File: src/rtl/axis_arb_pkg.sv
// Shared types and helpers for the AXI4-Stream round-robin packet arbiter.
//   arb_state_t : arbiter FSM encoding (IDLE arbitrates, BUSY forwards one packet)
//   id_width    : width of a source index for a given number of requesters
//   rr_pick     : reference rotating-priority pick over up to MAX_PORTS requesters
package axis_arb_pkg;

   typedef enum logic {
      IDLE = 1'b0,
      BUSY = 1'b1
   } arb_state_t;

   localparam int unsigned MAX_PORTS = 32;

   function automatic int unsigned id_width(input int unsigned ports);
      return (ports > 1) ? $clog2(ports) : 1;
   endfunction

   // Returns the first requester after 'last' in circular order; 'last' itself is
   // the lowest priority. Returns 'last' when nothing is requesting.
   function automatic int unsigned rr_pick(input logic [MAX_PORTS-1:0] req,
                                           input int unsigned last,
                                           input int unsigned ports);
      int unsigned idx;
      int unsigned pick;
      pick = last;
      for (int unsigned k = ports; k >= 1; k--) begin
         idx = (last + k) % ports;
         if (req[idx[4:0]]) pick = idx;
      end
      return pick;
   endfunction

endpackage

File: src/rtl/rr_priority_encoder.sv
// Combinational rotating-priority encoder.
//   req_i      : request vector, one bit per requester
//   last_idx_i : most recently served requester (lowest priority this round)
//   gnt_idx_o  : index of the winning requester
//   gnt_vld_o  : at least one requester is active
// The request vector is duplicated: the low copy is masked to requesters strictly
// above last_idx_i, the high copy is unmasked. The lowest set bit of the doubled
// vector is the next requester in circular order, folded back modulo PORTS.
module rr_priority_encoder
   import axis_arb_pkg::*;
#(
   parameter int PORTS = 4,
   parameter int IDW   = id_width(PORTS)
) (
   input  logic [PORTS-1:0] req_i,
   input  logic [IDW-1:0]   last_idx_i,
   output logic [IDW-1:0]   gnt_idx_o,
   output logic             gnt_vld_o
);

   logic [PORTS-1:0]   mask;
   logic [2*PORTS-1:0] dbl;
   int                 pick;

   always_comb begin
      mask = '0;
      for (int i = 0; i < PORTS; i++) begin
         mask[i] = (i > int'(last_idx_i));
      end
      dbl  = {req_i, req_i & mask};
      pick = 0;
      for (int j = 2*PORTS-1; j >= 0; j--) begin
         if (dbl[j]) pick = j;
      end
      gnt_idx_o = IDW'(pick % PORTS);
      gnt_vld_o = |req_i;
   end

endmodule

File: src/rtl/axis_rr_packet_arbiter.sv
// Packet-level round-robin arbiter: PORTS AXI4-Stream requesters share one consumer.
// A grant is held from the first beat to tlast; output is a single register stage.
//   clk, rst                 : clock, synchronous active-high reset
//   s_axis_*                 : PORTS packed requester streams (port i at slice i)
//   m_axis_*                 : shared output stream, m_axis_tid = source port index
//   busy                     : high while a packet is being forwarded
//
//   state | meaning
//   ------+-----------------------------------------------------------
//   IDLE  | arbitration cycle, no ready asserted, grant picked if any tvalid
//   BUSY  | forwarding granted port until its tlast beat is accepted
module axis_rr_packet_arbiter
   import axis_arb_pkg::*;
#(
   parameter int  PORTS       = 4,
   parameter int  DATA_WIDTH  = 64,
   parameter bit  KEEP_ENABLE = (DATA_WIDTH > 8),
   parameter int  KEEP_WIDTH  = (DATA_WIDTH + 7) / 8,
   parameter int  USER_WIDTH  = 1,
   localparam int ID_WIDTH    = id_width(PORTS)
) (
   input  logic                         clk,
   input  logic                         rst,
   input  logic [PORTS*DATA_WIDTH-1:0]  s_axis_tdata,
   input  logic [PORTS*KEEP_WIDTH-1:0]  s_axis_tkeep,
   input  logic [PORTS-1:0]             s_axis_tvalid,
   output logic [PORTS-1:0]             s_axis_tready,
   input  logic [PORTS-1:0]             s_axis_tlast,
   input  logic [PORTS*USER_WIDTH-1:0]  s_axis_tuser,
   output logic [DATA_WIDTH-1:0]        m_axis_tdata,
   output logic [KEEP_WIDTH-1:0]        m_axis_tkeep,
   output logic                         m_axis_tvalid,
   input  logic                         m_axis_tready,
   output logic                         m_axis_tlast,
   output logic [ID_WIDTH-1:0]          m_axis_tid,
   output logic [USER_WIDTH-1:0]        m_axis_tuser,
   output logic                         busy
);

   arb_state_t            state_q, state_d;
   logic [ID_WIDTH-1:0]   grant_idx_q, grant_idx_d;
   logic [ID_WIDTH-1:0]   last_idx_q, last_idx_d;

   logic [ID_WIDTH-1:0]   enc_idx;
   logic                  enc_vld;

   logic [PORTS-1:0]      grant_oh;
   logic                  sel_valid;
   logic                  sel_last;
   logic [DATA_WIDTH-1:0] sel_data;
   logic [KEEP_WIDTH-1:0] sel_keep;
   logic [USER_WIDTH-1:0] sel_user;
   logic [KEEP_WIDTH-1:0] load_keep;

   logic                  out_slot;
   logic                  beat_loaded;
   logic                  pkt_done;

   logic [DATA_WIDTH-1:0] m_data_q;
   logic [KEEP_WIDTH-1:0] m_keep_q;
   logic                  m_valid_q;
   logic                  m_last_q;
   logic [ID_WIDTH-1:0]   m_id_q;
   logic [USER_WIDTH-1:0] m_user_q;

   rr_priority_encoder #(
      .PORTS (PORTS),
      .IDW   (ID_WIDTH)
   ) u_rr_enc (
      .req_i      (s_axis_tvalid),
      .last_idx_i (last_idx_q),
      .gnt_idx_o  (enc_idx),
      .gnt_vld_o  (enc_vld)
   );

   // AND-OR mux on the one-hot grant; only the granted slice reaches the output.
   always_comb begin
      grant_oh  = '0;
      sel_valid = 1'b0;
      sel_last  = 1'b0;
      sel_data  = '0;
      sel_keep  = '0;
      sel_user  = '0;
      for (int i = 0; i < PORTS; i++) begin
         grant_oh[i] = (grant_idx_q == ID_WIDTH'(i));
         if (grant_oh[i]) begin
            sel_valid = sel_valid | s_axis_tvalid[i];
            sel_last  = sel_last  | s_axis_tlast[i];
            sel_data  = sel_data  | s_axis_tdata[i*DATA_WIDTH +: DATA_WIDTH];
            sel_keep  = sel_keep  | s_axis_tkeep[i*KEEP_WIDTH +: KEEP_WIDTH];
            sel_user  = sel_user  | s_axis_tuser[i*USER_WIDTH +: USER_WIDTH];
         end
      end
   end

   assign load_keep   = KEEP_ENABLE ? sel_keep : {KEEP_WIDTH{1'b1}};
   assign out_slot    = !m_valid_q || m_axis_tready;
   assign beat_loaded = (state_q == BUSY) && sel_valid && out_slot;
   assign pkt_done    = beat_loaded && sel_last;

   // State register
   always_ff @(posedge clk) begin
      if (rst) begin
         state_q     <= IDLE;
         grant_idx_q <= '0;
         last_idx_q  <= ID_WIDTH'(PORTS - 1);
      end else begin
         state_q     <= state_d;
         grant_idx_q <= grant_idx_d;
         last_idx_q  <= last_idx_d;
      end
   end

   // Next-state logic
   always_comb begin
      state_d     = state_q;
      grant_idx_d = grant_idx_q;
      last_idx_d  = last_idx_q;
      case (state_q)
         IDLE: begin
            if (enc_vld) begin
               state_d     = BUSY;
               grant_idx_d = enc_idx;
            end
         end
         BUSY: begin
            if (pkt_done) begin
               state_d    = IDLE;
               last_idx_d = grant_idx_q;
            end
         end
         default: state_d = IDLE;
      endcase
   end

   // Output logic
   always_comb begin
      s_axis_tready = '0;
      busy          = 1'b0;
      if (state_q == BUSY) begin
         busy          = 1'b1;
         s_axis_tready = grant_oh & {PORTS{out_slot}};
      end
   end

   // Output register: fields only load on an accepted beat, so they hold while stalled.
   always_ff @(posedge clk) begin
      if (rst) begin
         m_valid_q <= 1'b0;
         m_data_q  <= '0;
         m_keep_q  <= '0;
         m_last_q  <= 1'b0;
         m_id_q    <= '0;
         m_user_q  <= '0;
      end else begin
         m_valid_q <= beat_loaded || (m_valid_q && !m_axis_tready);
         if (beat_loaded) begin
            m_data_q <= sel_data;
            m_keep_q <= load_keep;
            m_last_q <= sel_last;
            m_id_q   <= grant_idx_q;
            m_user_q <= sel_user;
         end
      end
   end

   assign m_axis_tvalid = m_valid_q;
   assign m_axis_tdata  = m_data_q;
   assign m_axis_tkeep  = m_keep_q;
   assign m_axis_tlast  = m_last_q;
   assign m_axis_tid    = m_id_q;
   assign m_axis_tuser  = m_user_q;

endmodule

File: config.mk
export PLATFORM = sky130hd
export DESIGN_NAME = axis_rr_packet_arbiter
export DESIGN_NICKNAME = d
export VERILOG_FILES = /design/src/rtl/axis_arb_pkg.sv /design/src/rtl/rr_priority_encoder.sv /design/src/rtl/axis_rr_packet_arbiter.sv
export SDC_FILE = /design/constraint.sdc
export NUM_CORES = 1
export LEC_CHECK = 0
export ABC_AREA = 1
export ABC_CLOCK_PERIOD_IN_PS = 3070
export CAP_MARGIN = 10
export CORE_AREA = 2 2 151 153
export CTS_CLUSTER_SIZE = 20
export DETAILED_ROUTE_END_ITERATION = 6
export DIE_AREA = 0 0 153 155
export PLACE_DENSITY = 0.6
export SYNTH_ARGS = -nofsm -noshare
export SYNTH_HDL_FRONTEND = slang
export SYNTH_HIERARCHICAL = 1
export SYNTH_SLANG_ARGS = --single-unit
export TNS_END_PERCENT = 10
File: constraint.sdc
create_clock -name clk -period 3.07 [get_ports clk]
set_clock_uncertainty 0.05 [all_clocks]
set_input_delay 0.614 -clock clk [delete_from_list [all_inputs] [get_ports clk]]
set_output_delay 0.614 -clock clk [all_outputs]
set_load 0.02 [all_outputs]
==> results of run 1 <==
-- cell type report --
type / instances / area [µm²] / share of cell area
inverters: 18 / 67.6 / 0.00712
flip-flops and latches: 82 / 1640 / 0.173
clock buffers: 10 / 239 / 0.0252
repair buffers: 399 / 4000 / 0.422
clock inverters: 3 / 42.5 / 0.00449
multi-input cells: 722 / 3130 / 0.330
well taps: 285 / 357 / 0.0376
-- power groups by stage --
stage | registers [mW] | clock network [mW] | logic, mW
final | 1.21 | 1.07 | 1.37
after global routing | 1.22 | 1.16 | 1.51
after CTS | 1.21 | 1.11 | 1.39
after detailed placement | 1.23 | 0 | 1.39
after global placement | 1.23 | 0 | 1.38
after floorplan | 1.31 | 0 | 0.580
-- routing by layer --
layer	up-vias	wire length, µm
li1	3450	-
met3	26	1810
met1	2914	9720
met2	288	11100
met5	-	0
met4	0	528
-- cell families (layout without fill, tap and decap cells) --
kind of cell    after synthesis  in the layout
simple gates                564            564
flops                        82             82
buf+inv                      74            430
compound gates              158            158
-- flip-flops by register name, summed over array words and instances, names as in the netlist --
signal         count
m_axis_tlast       1
state_q            1
last_idx_q         2
m_axis_tid         2
m_axis_tvalid      1
m_axis_tdata      64
grant_idx_q        2
m_axis_tuser       1
m_axis_tkeep       8
-- layout by cell type, fill, tap and decap left out --
cell               n
nand2_1          531
clkdlybuf4s50_1  383
dfxtp_1           82
a21oi_1           50
o21ai_0           38
o21ai_1           29
a21oi_2           29
inv_1             13
nand3_1           12
o21ai_2           12
buf_4             12
nor2_1            11
clkbuf_16          9
inv_2              5
nor2_4             4
buf_12             4
nor3_1             3
nand2_2            1
nor2_8             1
clkbuf_8           1
clkinvlp_4         1
clkinv_2           1
bufinv_16          1
nor2_2             1
-- stage by stage --
step / cell area [µm²] / std cells / setup slack [ps] / power [mW]
after CTS: 9480 / 1519 / 178 / 3.71
after global placement: 9200 / 1506 / 193 / 2.61
after floorplan: 5160 / 878 / 1030 / 1.89
after detailed placement: 9200 / 1506 / 209 / 2.62
after global routing: 9480 / 1519 / 117 / 3.88
final: 9480 / 1519 / 201 / 3.65
-- worst max-delay path: stages --
cell and delay, ps:
clkdlybuf4s50_1 470, nor2_1 60, nor2_1 110, inv_1 140, nor3_1 170, clkdlybuf4s50_1 640
-- worst paths after layout --
path / start / to / slack, ps
min reg2reg: m_axis_tdata[31] / m_axis_tdata[31] / 410
max reg2reg: grant_idx_q[1] / m_axis_tdata[12] / 820
min: m_axis_tdata[31] / m_axis_tdata[31] / 410
max: m_axis_tready / s_axis_tready[2] / 200
==> reports/metrics.csv, run 1 <==
stage,metric,value,unit
clocking,clock root cell,clkbuf_16,
clocking,Worst-path clk slew,60,ps
synth,complex-gate fraction of the synthesized area,0.183,
sta,RSZ-0062 raised after global routing,false,
sta,max frequency,0.349,GHz
synth,asr flop ratio synth,0,
critical_path,CP required,2410,ps
sta,final hold viol count,0,
synth,largest family of logic cells by synthesized area,simple AND/OR/NAND/NOR gates,
placed_design,hpwl dp,17.1,mm
global_route,vias in the first global route,6496,
drt,Total Wirelength,23.2,mm
min_path,Hold Path Class,register to register,
synth,post-synthesis adder-cell area fraction,0,
synth,Post-Synth Simple-Gate Area,0.420,
pwr,switching power,1.18,mW
synth,Synth warnings,6,
placed_design,port bufs,384,
placed_design,gp weighted congestion,0.841,
global_route,gr ovfl total,0,
floorplanning,Initial Utilization,0.232,
synth,post-synthesis mux area share,0,
pwr,Reg power frac,0.331,
global_route,initial antenna violation count,0,
synth,synth top area cells,"nand2_1, dfxtp_1, a21oi_2",
floorplanning,die width,153,µm
drt,drt pass-1 iters,4,
sta,"Slew Viols, Final",0,
floorplanning,chip height,155,µm
clocking,# hold bufs at CTS,0,
synth,syn avg cell area,5.88,µm²
critical_path,CP max FO,5,
global_route,busiest grt layer,met2,
clocking,Post-CTS Resized,0,
clocking,clock sink total,82,
global_route,Global Route met1 Usage,0.224,
synth,"count leader, synth",nand2_1,
sta,# setup viols final,0,
sta,hold slack,409,ps
pwr,Comb power frac,0.377,
critical_path,Startpoint Class,input pin,
final_layout,# fillers,2360,
drt,1st-iter DRT viols,318,
global_route,GRT Resource Usage Total,0.188,
sta,Slew @ Worst Pin,634,ps
final_layout,Nets,1535,
final_layout,fin util,0.427,
global_route,first-pass GRT wire length,35.3,mm
drt,WL/cell,15.2,µm
sta,final setup TNS,0,ps
synth,synthesized flop and latch total,82,
clocking,CTS tree,built,
drt,Vias/cell,4.40,
clocking,clk_lat worst skew,340,ps
pwr,Int Power,2.47,mW
synth,share of Yosys cell area claimed by the top area cell type,0.386,
final_layout,ratio of cells with drive above 1 in the final layout,0.0665,
min_path,Min-Delay Path Depth,2,
clocking,Post-CTS Setup Bufs,0,
pwr,peak supply drop,0.199,mV
synth,Main synth FF type,dfxtp_1,
sta,Final Cycle Share,0.934,
floorplanning,die footprint,23700,µm²
global_route,largest net degree at the start of global routing,46,
pwr,part of the power in the clock network,0.293,
clocking,H-tree depth,3,
pwr,Leakage,4.00,nW
clocking,Max Buffers Root-to-Sink,2,
drt,antenna-violating nets left,0,
floorplanning,I/O pins,385,
sta,crit path time final,2870,ps
synth,Gate Count Post-Synth,878,
final_layout,area grow syn2layout,83.6,%
critical_path,CP Data Arrival Time,2200,ps
synth,Synth Net Count,1181,
pwr,Cell Pwr Density,385,nW/µm²
clocking,cts bufs inserted,9,
critical_path,Setup crit end kind,output pin,
final_layout,Antenna Diode Count,0,
synth,Post-synth top cells,"nand2_1, dfxtp_1, a21oi_1",
pwr,switch share,0.323,
synth,"Distinct cells, synth",22,
critical_path,kind of critical path,input pin to output pin,
synth,Post-synth EDFFs,0,
global_route,grt met2 use,0.329,
synth,Netlist Area Pre-Place,5160,µm²
drt,Remaining DRCs,0,
floorplanning,row count,55,
synth,top cell type by total area after synthesis,nand2_1,
floorplanning,Core Area,22200,µm²
run,Max Cap Violations,0,
synth,sequential area share after synthesis,0.318,
status,outcome,finished clean,
sta,Rel. slew slack,0.576,
critical_path,Reg2Reg Depth,7,
synth,Post-Synth XOR/XNOR Area,0,
drt,Vias,6678,
global_route,grt met3 use,0.0487,
No activity file was read; power rests on OpenSTA's default activity.
==> run 2, diff against run 1 <==
CTS_CLUSTER_SIZE = unset   (was 20)
==> results of run 2 <==
The final DEF is identical to that of run 1; final timing and power are the same.
